**config.mk**
```make
export PLATFORM = sky130hd
export DESIGN_NAME = alu_issue_ctrl
export DESIGN_NICKNAME = d
export VERILOG_FILES = /design/src/rtl/alu_pkg.sv /design/src/rtl/alu_cmd_fifo.sv /design/src/rtl/alu_issue_ctrl.sv
export SDC_FILE = /design/constraint.sdc
export NUM_CORES = 1
export LEC_CHECK = 0
export BUFFER_PORTS_ARGS = -buffer_cell sky130_fd_sc_hd__buf_2
export CAP_MARGIN = 10
export CORE_MARGIN = 2
export CORE_UTILIZATION = 50
export CTS_CLUSTER_DIAMETER = 80
export DETAILED_ROUTE_END_ITERATION = 10
export PLACE_DENSITY = 0.72
export SKIP_CTS_REPAIR_TIMING = 1
export SYNTH_ARGS = -nofsm -noshare
export SYNTH_HDL_FRONTEND = slang
export SYNTH_HIERARCHICAL = 1
export SYNTH_SLANG_ARGS = --single-unit
```
**constraint.sdc**
```tcl
create_clock -name clk -period 2.78 [get_ports clk]
set_input_delay 0.556 -clock clk [delete_from_list [all_inputs] [get_ports clk]]
set_output_delay 0.556 -clock clk [all_outputs]
set_load 0.02 [all_outputs]
```
**src/rtl/alu_pkg.sv**
```systemverilog
// Shared types and widths for the ALU issue controller and its command FIFO.
// A command is the full {s,m,x,y} tuple driven onto the combinational ALU.
package alu_pkg;

    localparam int OPND_W = 8;
    localparam int RES_W  = 16;

    typedef enum logic [1:0] {
        ARITH = 2'b00,
        SHIFT = 2'b01,
        COMP  = 2'b10,
        LOGIC = 2'b11
    } alu_unit_e;

    typedef struct packed {
        alu_unit_e         s;
        logic [1:0]        m;
        logic [OPND_W-1:0] x;
        logic [OPND_W-1:0] y;
    } alu_cmd_t;

    typedef enum logic [1:0] {
        IDLE   = 2'b00,
        SETTLE = 2'b01,
        RESP   = 2'b10
    } issue_state_e;

    // Operation tag echoed with each response: {unit select, sub-operation}.
    function automatic logic [3:0] op_tag(input alu_cmd_t cmd);
        return {cmd.s, cmd.m};
    endfunction

endpackage

```
**src/rtl/alu_cmd_fifo.sv**
```systemverilog
// Small synchronous command FIFO without fall-through: an entry written on
// one edge becomes visible at the read side only after that edge.
module alu_cmd_fifo
    import alu_pkg::*;
#(
    parameter int  DEPTH  = 4,
    parameter type data_t = alu_cmd_t
) (
    input  logic  clk,
    input  logic  rst_n,
    input  logic  push,
    input  data_t push_data,
    input  logic  pop,
    output data_t pop_data,
    output logic  full,
    output logic  empty
);

    localparam int AW = (DEPTH > 1) ? $clog2(DEPTH) : 1;

    if ((DEPTH < 2) || ((DEPTH & (DEPTH - 1)) != 0)) begin : g_bad_depth
        $error("alu_cmd_fifo: DEPTH must be a power of two and at least 2");
    end

    data_t         mem [DEPTH];
    logic [AW-1:0] wr_ptr_reg;
    logic [AW-1:0] rd_ptr_reg;
    logic [AW:0]   count_reg;
    logic          do_push;
    logic          do_pop;

    assign do_push  = push && !full;
    assign do_pop   = pop && !empty;
    assign full     = (count_reg == (AW+1)'(DEPTH));
    assign empty    = (count_reg == '0);
    assign pop_data = mem[rd_ptr_reg];

    // Storage carries no reset; occupancy is tracked by the pointers alone.
    always_ff @(posedge clk) begin
        if (do_push) begin
            mem[wr_ptr_reg] <= push_data;
        end
    end

    always_ff @(posedge clk or negedge rst_n) begin
        if (!rst_n) begin
            wr_ptr_reg <= '0;
            rd_ptr_reg <= '0;
            count_reg  <= '0;
        end else begin
            if (do_push) begin
                wr_ptr_reg <= wr_ptr_reg + 1'b1;
            end
            if (do_pop) begin
                rd_ptr_reg <= rd_ptr_reg + 1'b1;
            end
            case ({do_push, do_pop})
                2'b10:   count_reg <= count_reg + 1'b1;
                2'b01:   count_reg <= count_reg - 1'b1;
                default: count_reg <= count_reg;
            endcase
        end
    end

endmodule

```
**src/rtl/alu_issue_ctrl.sv**
```systemverilog
// Issues buffered commands to a combinational ALU from registers, waits a fixed
// settle time, samples the result and returns it on a valid/ready stream.
module alu_issue_ctrl
    import alu_pkg::*;
#(
    parameter int SETTLE_CYCLES = 1,
    parameter int FIFO_DEPTH    = 4
) (
    input  logic              clk,
    input  logic              rst_n,
    input  logic              cmd_valid,
    output logic              cmd_ready,
    input  logic [1:0]        cmd_s,
    input  logic [1:0]        cmd_m,
    input  logic [OPND_W-1:0] cmd_x,
    input  logic [OPND_W-1:0] cmd_y,
    output logic [OPND_W-1:0] alu_x,
    output logic [OPND_W-1:0] alu_y,
    output logic [1:0]        alu_m,
    output logic [1:0]        alu_s,
    input  logic [RES_W-1:0]  alu_z,
    output logic              rsp_valid,
    input  logic              rsp_ready,
    output logic [RES_W-1:0]  rsp_data,
    output logic [3:0]        rsp_op,
    output logic              busy,
    output logic [15:0]       op_count
);

    localparam int CNT_W = (SETTLE_CYCLES > 1) ? $clog2(SETTLE_CYCLES) : 1;
    localparam logic [CNT_W-1:0] SETTLE_LOAD = CNT_W'(SETTLE_CYCLES - 1);

    if (SETTLE_CYCLES < 1) begin : g_bad_settle
        $error("alu_issue_ctrl: SETTLE_CYCLES must be at least 1");
    end

    issue_state_e     state_reg, state_next;
    logic [CNT_W-1:0] cnt_reg, cnt_next;
    alu_cmd_t         cmd_reg, cmd_next;
    logic             rsp_valid_reg, rsp_valid_next;
    logic [RES_W-1:0] rsp_data_reg, rsp_data_next;
    logic [3:0]       rsp_op_reg, rsp_op_next;
    logic [15:0]      op_count_reg, op_count_next;

    alu_cmd_t         fifo_push_data;
    alu_cmd_t         fifo_pop_data;
    logic             fifo_push;
    logic             fifo_pop;
    logic             fifo_full;
    logic             fifo_empty;

    assign fifo_push_data = '{s: alu_unit_e'(cmd_s), m: cmd_m, x: cmd_x, y: cmd_y};
    assign fifo_push      = cmd_valid && !fifo_full;

    alu_cmd_fifo #(
        .DEPTH  (FIFO_DEPTH),
        .data_t (alu_cmd_t)
    ) u_fifo (
        .clk       (clk),
        .rst_n     (rst_n),
        .push      (fifo_push),
        .push_data (fifo_push_data),
        .pop       (fifo_pop),
        .pop_data  (fifo_pop_data),
        .full      (fifo_full),
        .empty     (fifo_empty)
    );

    always_ff @(posedge clk or negedge rst_n) begin
        if (!rst_n) begin
            state_reg     <= IDLE;
            cnt_reg       <= '0;
            cmd_reg       <= '0;
            rsp_valid_reg <= 1'b0;
            rsp_data_reg  <= '0;
            rsp_op_reg    <= '0;
            op_count_reg  <= '0;
        end else begin
            state_reg     <= state_next;
            cnt_reg       <= cnt_next;
            cmd_reg       <= cmd_next;
            rsp_valid_reg <= rsp_valid_next;
            rsp_data_reg  <= rsp_data_next;
            rsp_op_reg    <= rsp_op_next;
            op_count_reg  <= op_count_next;
        end
    end

    // cmd_reg only loads on a pop, so the ALU inputs stay frozen through
    // SETTLE and RESP and keep the last command while idle.
    always_comb begin
        state_next     = state_reg;
        cnt_next       = cnt_reg;
        cmd_next       = cmd_reg;
        rsp_valid_next = rsp_valid_reg;
        rsp_data_next  = rsp_data_reg;
        rsp_op_next    = rsp_op_reg;
        op_count_next  = op_count_reg;
        fifo_pop       = 1'b0;

        unique case (state_reg)
            IDLE: begin
                if (!fifo_empty) begin
                    fifo_pop   = 1'b1;
                    cmd_next   = fifo_pop_data;
                    cnt_next   = SETTLE_LOAD;
                    state_next = SETTLE;
                end
            end
            SETTLE: begin
                if (cnt_reg == '0) begin
                    rsp_data_next  = alu_z;
                    rsp_op_next    = op_tag(cmd_reg);
                    rsp_valid_next = 1'b1;
                    state_next     = RESP;
                end else begin
                    cnt_next = cnt_reg - 1'b1;
                end
            end
            RESP: begin
                if (rsp_ready) begin
                    rsp_valid_next = 1'b0;
                    op_count_next  = op_count_reg + 1'b1;
                    state_next     = IDLE;
                end
            end
            default: begin
                state_next = IDLE;
            end
        endcase
    end

    assign cmd_ready = !fifo_full;
    assign alu_x     = cmd_reg.x;
    assign alu_y     = cmd_reg.y;
    assign alu_m     = cmd_reg.m;
    assign alu_s     = cmd_reg.s;
    assign rsp_valid = rsp_valid_reg;
    assign rsp_data  = rsp_data_reg;
    assign rsp_op    = rsp_op_reg;
    assign busy      = (state_reg != IDLE) || !fifo_empty;
    assign op_count  = op_count_reg;

endmodule

```
Yosys cells after proc, flatten, opt, wreduce, memory -nomap -nowiden
Memories as Yosys holds them, arrays and structs flattened. A register that Yosys moved wholly into a read port is not among the register bits.
Index checks and enable logic that the tools add are counted.
Widths: inputs -> output; s select.

storage, ports and cells
  output and inout bits = 59
  register bits after elaboration = 47
  logic and storage cells = 60
  memories = 1
  memory bits (writable) = 80
  bits of input ports = 40

operators by class
  add/subtract/negate cells = 6
  reduce and logical (&&, ||, !) cells = 19
  multiplexer cells = 15
  bitwise gates (word level) = 2
  equal/unequal tests = 8

memory list
  name        words  bits a word  read ports  clocked after memory_dff  write ports  RTL line            text
  u_fifo.mem  4      20           1           1                         1            alu_cmd_fifo.sv:25  data_t mem [DEPTH];

operators by type and width
  operator               count
  $add 16x1->16 const B  1
  $mux 1                 8
  $reduce_and 2->1       4
  $reduce_bool 2->1      4
  $mux 2                 3
  $ne 2x2->1 const B     3
  $pmux 2 s3             1
  $pmux 3 s2             1
  $reduce_and 3->1       2
  $add 2x1->2 const B    2
  $eq 2x1->1 const B     2
  $eq 2x2->1 const B     2
  $pmux 1 s2             2
  $add 3x1->3 const B    1
  $eq 3x3->1 const B     1
  $logic_and 1x1->1      3
  $logic_not 1->1        3
  $logic_not 3->1        1
  $sub 3x1->3 const B    1
  $logic_not 2->1        1
  $not 1->1              2
  $logic_or 1x1->1       1
  $sub 1x1->1 const B    1

Longest topological paths before layout
Gate-level depths: netlist of the first run.

  depth after elaboration = 6
  mapped depth = 10

By module
The synthesis of the first run kept the hierarchy.

by module, submodules not included
  module          area an instance (um^2)  sequential area each (um^2)  cells an instance  times used
  alu_cmd_fifo    3,331.9                  2,577.5                      141                1
  alu_issue_ctrl  2,354.8                  1,476.4                      164                1

Least setup slack after synthesis of the first run
OpenSTA, ideal clock, no wires.

  kind = reg-to-reg
  from = register u_fifo.count_reg[0]
  to = register u_fifo.count_reg[2]
  data required time = 2.701 ns
  stages on the path, launching flop included = 11
  setup slack = 0.658 ns
  clock period less this slack = 2.122 ns
  arrival time = 2.043 ns
  cell sequence = dfrtp_1 > nor3_1 > nor3_2 > buf_4 > o31a_2 > ha_1 > inv_1 > fa_1 > xor2_1 > nor2_1 > xor2_1

on the way
  cells in the longest elaborated chain, start to end = 6
  elaborated cells on any way between the ends = 15
  those cells by class = 2 x add/sub; 3 x eq/ne; 3 x mux; 7 x reduce/logical

ends and longest elaborated chain
  item                                                    RTL line               text
  from (decl)                                             alu_cmd_fifo.sv:28     logic [AW:0] count_reg;
  from (signal assigned)                                  alu_cmd_fifo.sv:58     2'b10: count_reg <= count_reg + 1'b1;
  from (signal assigned)                                  alu_cmd_fifo.sv:59     2'b01: count_reg <= count_reg - 1'b1;
  from (signal assigned)                                  alu_cmd_fifo.sv:60     default: count_reg <= count_reg;
  $logic_not 3->1 *                                       alu_cmd_fifo.sv:35     assign empty = (count_reg == '0);
  net fifo_empty                                          alu_issue_ctrl.sv:50   logic fifo_empty;
  $mux 1 *                                                alu_issue_ctrl.sv:103  if (!fifo_empty) begin
  $mux 1 *                                                alu_issue_ctrl.sv:101  unique case (state_reg)
  net fifo_pop                                            alu_issue_ctrl.sv:48   logic fifo_pop;
  $logic_and 1x1->1 *                                     alu_cmd_fifo.sv:33     assign do_pop = pop && !empty;
  net u_fifo.do_pop                                       alu_cmd_fifo.sv:30     logic do_pop;
  $eq 2x1->1 / $eq 2x2->1 (equally long branches)         alu_cmd_fifo.sv:57     case ({do_push, do_pop})
  $pmux 3 s2 / $reduce_bool 2->1 (equally long branches)  -

Mark *: on every way through the listed nets, which the timed path passes. The rest lies on a longest branch.
A chain may end at the register's enable or synchronous reset.

Worst setup path after layout of the first run
  from = register u_fifo.count_reg[0]
  to = output busy

on the way
  cells in the longest elaborated chain, start to end = 3

ends and longest elaborated chain
  item              RTL line               text
  $logic_not 3->1   alu_cmd_fifo.sv:35
  net fifo_empty    alu_issue_ctrl.sv:50
  $logic_not 1->1   alu_issue_ctrl.sv:141  assign busy = (state_reg != IDLE) || !fifo_empty;
  $logic_or 1x1->1  alu_issue_ctrl.sv:141
  to (decl)         alu_issue_ctrl.sv:26   output logic busy,

The timed path passes the listed nets, and every way through them passes these cells.

==> reports/qor.csv, run 1 <==
stage,metric,value,unit
power_and_ir_drop,Max VDD drop,0.6314,mV
timing,final setup TNS,0,ns
run,Max Cap Viol,0,
clock_tree,CTS Sinks,146,
logic_synthesis,yosys warns,6,
finish,layout cells sized above 1,47.45,%
logic_synthesis,Post-Syn Area,5687,µm²
detailed_routing,Vias/cell,5.150,
timing,Max Transition Viols Final,0,
die,die extent in y,110.6,µm
clock_tree,CTS root buf,clkbuf_16,
power_and_ir_drop,leakage power,2.820,nW
worst_setup_path,slowest stage cell on the critical path,nor3_1,
logic_synthesis,Synth cell types,35,
detailed_routing,DRC viols,0,
finish,"commonest non-fill, non-tap cells in the layout","buf_2 (98), edfxtp_1 (80), dfrtp_1 (66), mux2_2 (40), mux4_2 (19)",
finish,post-layout util,63.41,%
detailed_routing,wire length per cell,16.70,µm
worst_setup_path,reg2reg end,u_fifo/count_reg[2],
place,GPL Wtd Cong,0.7355,
worst_setup_path,CP Capture Type,output port,
clock_tree,TritonCTS clock tree,built,
place,Post-Place Setup Slack,0.6587,ns
die,Row Count,38,
timing,Setup Viol. Count Final,0,
logic_synthesis,Cells after Synth,305,
die,Die Wd,110.6,µm
clock_tree,CTS buffer count,17,
finish,FILL cells,780,
worst_setup_path,Worst EP arrival,1.64,ns
hold_path,Min-Delay Path Class,primary input to asynchronous set/reset pin,
worst_setup_path,flop2flop setup slack,0.65,ns
timing,Hold WS,0.1767,ns
timing,final worst setup slack,0.5796,ns
worst_setup_path,startpoint types,flop,
die,Initial Util,51.78,%
worst_setup_path,worst path required time,2.22,ns
clock_tree,later-pin clock latency in the skew report,0.41,ns
global_routing,largest net degree at the start of global routing,41,
worst_setup_path,worst path cell trace,"nor3_1, nand2_1, buf_2",
detailed_routing,post-route ant nets,0,
logic_synthesis,sequential fraction of the synthesis area,71.29,%
finish,final instance area,6964,µm²
worst_setup_path,largest fanout on the critical path,5,
clock_tree,# H-tree levels,4,
global_routing,total gr overflow,0,
finish,area growth from synthesis to layout,22.46,%
timing,crit path time final,2.200,ns
finish,Seq. cell area,4054,µm²
finish,area of the multi-input gates,1535,µm²
place,placed wire-length estimate,6208,µm
place,I/O Buffers,98,
power_and_ir_drop,pwr dens,1204,nW/µm²
worst_setup_path,worst setup path class,flop to output port,
run_status,status,completed,
die,# IOs,99,
detailed_routing,initial DRC count,200,
place,Post-DP Area,6346,µm²
timing,Final Hold Violating Endpoints,0,
clock_tree,Longest Clk Path Bufs,2,
worst_setup_path,Critical path origin,u_fifo/count_reg[0],
finish,NumNets Final,466,
finish,Largest register FFs,80,
die,total die area,12240,µm²
global_routing,number of global-route vias before repair,3118,
global_routing,global-route wire length before repair,16060,µm
timing,RSZ-0062 raised after global routing,false,
global_routing,initial antenna violation count,0,
worst_setup_path,R2R cell count,10,
finish,"most common cell after layout, fill and taps aside",buf_2,
global_routing,GRT Resource Usage Total,17.14,%
worst_setup_path,crit-path max cell delay,0.48,ns
logic_synthesis,mean post-synth cell area,18.64,µm²
logic_synthesis,syn_nets,352,
timing,period utilization,79.15,%
die,core area,10980,µm²
timing,max_slew headroom,54.44,%
detailed_routing,via count,2946,
logic_synthesis,register bit total from synthesis,146,
detailed_routing,DRT Wirelength,9551,µm
timing,Fmax achieved,454.5,MHz
worst_setup_path,FF-to-FF Start,u_fifo/count_reg[0],
clock_tree,clock slew at reported path FFs,0.06,ns
detailed_routing,drt first pass iters,4,
finish,diode count,0,
worst_setup_path,end of the critical path,busy,
timing,worst slew pin tran,0.6834,ns
timing,Layout Skew,0.01008,ns
-- cells by family (layout without fill, tap and decap cells) --
kind of cell | Yosys count | after routing | share of synthesized area [%]
buffers and inverters | 18 | 145 | 1.826
multiplexers | 62 | 62 | 16.35
AND/OR/NAND/NOR | 48 | 48 | 5.281
AO/OA/AOI/OAI | 3 | 3 | 0.3520
adder cells (fa/ha/maj) | 7 | 7 | 1.672
XOR/XNOR | 21 | 21 | 3.234
flip-flops | 146 | 146 | 71.29
-- per-layer routing --
metal / vias to the layer above / global-route usage (%) / part of all wire [%]
met3: 12 / 5.708 / 4.2
met2: 65 / 27.89 / 50
met4: 0 / 6.250 / 1.7
li1: 1369 / - / -
met5: - / 0 / 0
met1: 1500 / 21.62 / 44
-- synth_stat cells (all sizes together) --
cell,n,area [µm²]
nand4,5,31.28
buf,9,70.07
nor2,7,33.78
and3b,1,8.760
mux2,41,465.4
nor3,4,25.02
a21oi,2,10.01
mux2i,1,10.01
mux4,20,454.2
and2,4,30.03
xnor2,17,148.9
edfxtp,80,2402
xor2,4,35.03
nor3b,2,26.28
nand2,12,45.04
o31a,1,10.01
nand3b,1,20.02
nor2b,3,28.78
dfrtp,66,1652
fa,1,20.02
inv,9,33.78
ha,6,75.07
nand3,6,30.03
or2,2,12.52
and4,1,8.760
-- cell type report --
class	instances	area share, %
Clock buffer	19	6.216
Clock inverter	13	2.659
Inverter	9	0.4851
Multi-Input combinational cell	141	22.04
Sequential cell	146	58.21
Tap cell	140	2.515
Timing Repair Buffer	104	7.869
-- through the flow --
stage               std cells  power, mW
floorplan                 305      5.341
global placement          540      6.020
detailed placement        540      6.111
CTS                       572      8.492
global route              572      8.835
finish                    572      8.382
-- how the worst min path moves through the flow --
stage                             from      endpoint  slack [ns]  depth (start not counted)
after floorplan                  rst_n      alu_m[0]        0.26                          0
after global placement    op_count[15]  op_count[15]        0.46                          1
after detailed placement  op_count[15]  op_count[15]        0.46                          1
after CTS                        rst_n      alu_y[1]        0.18                          1
after global routing             rst_n      alu_y[1]        0.23                          1
final                            rst_n      alu_y[3]        0.18                          1
-- critical path, delay by kind of cell, from the launching register on --
family	cells	cell delay, ns
buffers and inverters	1	0.19
AND/OR/NAND/NOR	2	0.59
flip-flops	1	0.45
-- power by group --
| group | internal (mW) | switching (mW) |
|---|---|---|
| sequential | 2.99 | 0.362 |
| combinational | 1.28 | 1.39 |
| clock | 1.50 | 0.859 |
Note: power is estimated with default switching activity, not from simulation.
==> run 2, diff against run 1 <==
Settings changed: PLACE_DENSITY 0.72 to 0.75.
Clock period 2.78 ns to 2.02 ns, I/O delays scaled along.
==> reports/qor.csv, run 2 (synthesis gave the netlist of run 1 again) <==
stage,metric,value,unit
power_and_ir_drop,leakage power,2.872,nW
clock_tree,CTS root buf,clkbuf_16,
global_routing,global-route wire length before repair,15930,µm
global_routing,initial antenna violation count,1,
detailed_routing,initial DRC count,169,
worst_setup_path,slowest stage cell on the critical path,and2_2,
place,placed wire-length estimate,6258,µm
clock_tree,clock slew at reported path FFs,0.06,ns
detailed_routing,Top Metal Used,met5,
die,Row Count,38,
die,Initial Util,51.78,%
global_routing,number of global-route vias before repair,3053,
place,I/O Buffers,98,
detailed_routing,post-route ant nets,0,
worst_setup_path,CP Capture Type,flop,
finish,diode count,0,
worst_setup_path,largest fanout on the critical path,20,
power_and_ir_drop,Max VDD drop,0.9930,mV
worst_setup_path,Worst EP arrival,1.97,ns
die,Die Wd,110.6,µm
global_routing,largest net degree at the start of global routing,50,
timing,Max Transition Viols Final,0,
finish,area growth from synthesis to layout,24.05,%
power_and_ir_drop,part of the power in combinational logic,33.9,%
finish,"most common cell after layout, fill and taps aside",buf_2,
hold_path,Min-Delay Path Class,primary input to flop,
timing,Layout Skew,0.009824,ns
power_and_ir_drop,internal power,8.097,mW
timing,max_slew headroom,63.44,%
timing,Final Hold Violating Endpoints,0,
timing,Fmax achieved,520.3,MHz
detailed_routing,via count,3019,
power_and_ir_drop,pwr dens,1662,nW/µm²
worst_setup_path,worst path cell trace,"nor3b_4, nor2b_1, nor2b_4, buf_4, and2_2",
clock_tree,CTS Sinks,146,
detailed_routing,DRT Wirelength,9827,µm
detailed_routing,wire length per cell,16.91,µm
power_and_ir_drop,sw frac,30.95,%
finish,Final Non-Filler Cells,581,
timing,worst slew pin tran,0.5484,ns
timing,crit path time final,1.922,ns
worst_setup_path,worst setup path class,flop to flop,
place,GPL Wtd Cong,0.7195,
run_status,status,completed,
power_and_ir_drop,P_sw,3.630,mW
global_routing,GRT Resource Usage Total,17.29,%
finish,NumNets Final,475,
detailed_routing,metal1 wirelength,4113,µm
power_and_ir_drop,Total Power,11.73,mW
worst_setup_path,crit-path max cell delay,0.51,ns
detailed_routing,Vias/cell,5.196,
run,Max Cap Viol,0,
finish,"commonest non-fill, non-tap cells in the layout","buf_2 (98), edfxtp_1 (80), dfrtp_1 (63), mux2_2 (40), mux4_2 (19)",
clock_tree,CTS buffer count,17,
clock_tree,# H-tree levels,4,
timing,Setup Viol. Count Final,0,
power_and_ir_drop,Clk pwr share,27.3,%
finish,layout cells sized above 1,49.21,%
die,total die area,12240,µm²
global_routing,total gr overflow,0,
detailed_routing,met2 wire length,4997,µm
worst_setup_path,Top Family by Delay on Critical Path,simple AND/OR/NAND/NOR gates,
detailed_routing,DRC viols,0,
detailed_routing,drt first pass iters,4,
clock_tree,Longest Clk Path Bufs,2,
power_and_ir_drop,Reg power frac,38.8,%
worst_setup_path,startpoint types,flop,
finish,Largest register FFs,80,
timing,RSZ-0062 raised after global routing,true,
detailed_routing,met3 WL,507,µm
clock_tree,TritonCTS clock tree,built,
die,# IOs,99,
timing,period utilization,95.15,%
worst_setup_path,CP bufs+invs,1,
die,die extent in y,110.6,µm
place,Placed Cells,546,
worst_setup_path,worst path required time,2.07,ns
clock_tree,later-pin clock latency in the skew report,0.42,ns
die,core area,10980,µm²
-- run 2: changes by cell type in the layout (fill, tap and decap cells not counted), moves of 3 or more --
| cell | delta |
|---|---|
| clkinvlp_4 | -3 |
| dfrtp_1 | -3 |
| and2_2 | -3 |
| dfrtp_2 | +3 |
| and2_4 | +3 |
| buf_4 | +8 |
| clkbuf_1 | +3 |
-- run 2: power by group through the flow --
stage	logic [mW]	clock network [mW]	registers [mW]
after floorplan	2.29	0	5.13
after global placement	3.87	0	4.56
after detailed placement	3.98	0	4.62
after CTS	4.00	3.26	4.57
after global routing	4.31	3.39	4.66
final	3.98	3.20	4.55
-- run 2: worst register-to-register path, delay by kind of cell, from the launching register on --
kind	cells	cell delay, ns
and+or+nand+nor	4	0.96
DFF	1	0.44
buffers and inverters	1	0.16
-- run 2: per-stage QoR --
step	worst slack, ns	setup TNS (ns)	utilization [%]	hold slack [ns]	area [µm²]
after detailed placement	0.04700	0	58.45	0.3970	6420
after global routing	-0.001315	-0.001315	64.23	0.1853	7054
after global placement	0.1010	0	58.45	0.3953	6420
after floorplan	-0.02498	-0.02498	-	0.1084	5715
after CTS	0.01108	0	63.94	-0.05307	7023
final	0.09794	0	64.23	0.1964	7054
-- run 2: layer usage --
metal | vias up | global-route usage [%]
li1 | 1388 | -
met1 | 1530 | 20.63
met2 | 84 | 28.34
met3 | 15 | 6.422
met4 | 2 | 7.500
met5 | - | 0
-- run 2: final timing paths --
path / start / end / slack [ns] / cells past startpoint
hold reg to reg: op_count[15] / op_count[15] / 0.46 / 1
max in group asynchronous: rst_n / u_fifo/count_reg[1] / 0.89 / 3
setup / recovery: u_fifo/count_reg[2] / u_fifo/mem[0][17] / 0.1 / 5
min in group asynchronous: rst_n / alu_y[3] / 0.49 / 2
hold / removal: cmd_x[4] / u_fifo/mem[3][12] / 0.20 / 1
setup reg to reg: u_fifo/count_reg[2] / u_fifo/mem[0][17] / 0.1 / 5
-- run 2: area by class of cell --
cell class / instances / area, µm²
Fill cell: 793 / 3929
Inverter: 9 / 33.78
Timing Repair Buffer: 113 / 618.1
Sequential cell: 146 / 4058
Clock inverter: 10 / 158.9
Clock buffer: 22 / 444.2
Tap cell: 140 / 175.2
Multi-Input combinational cell: 141 / 1567
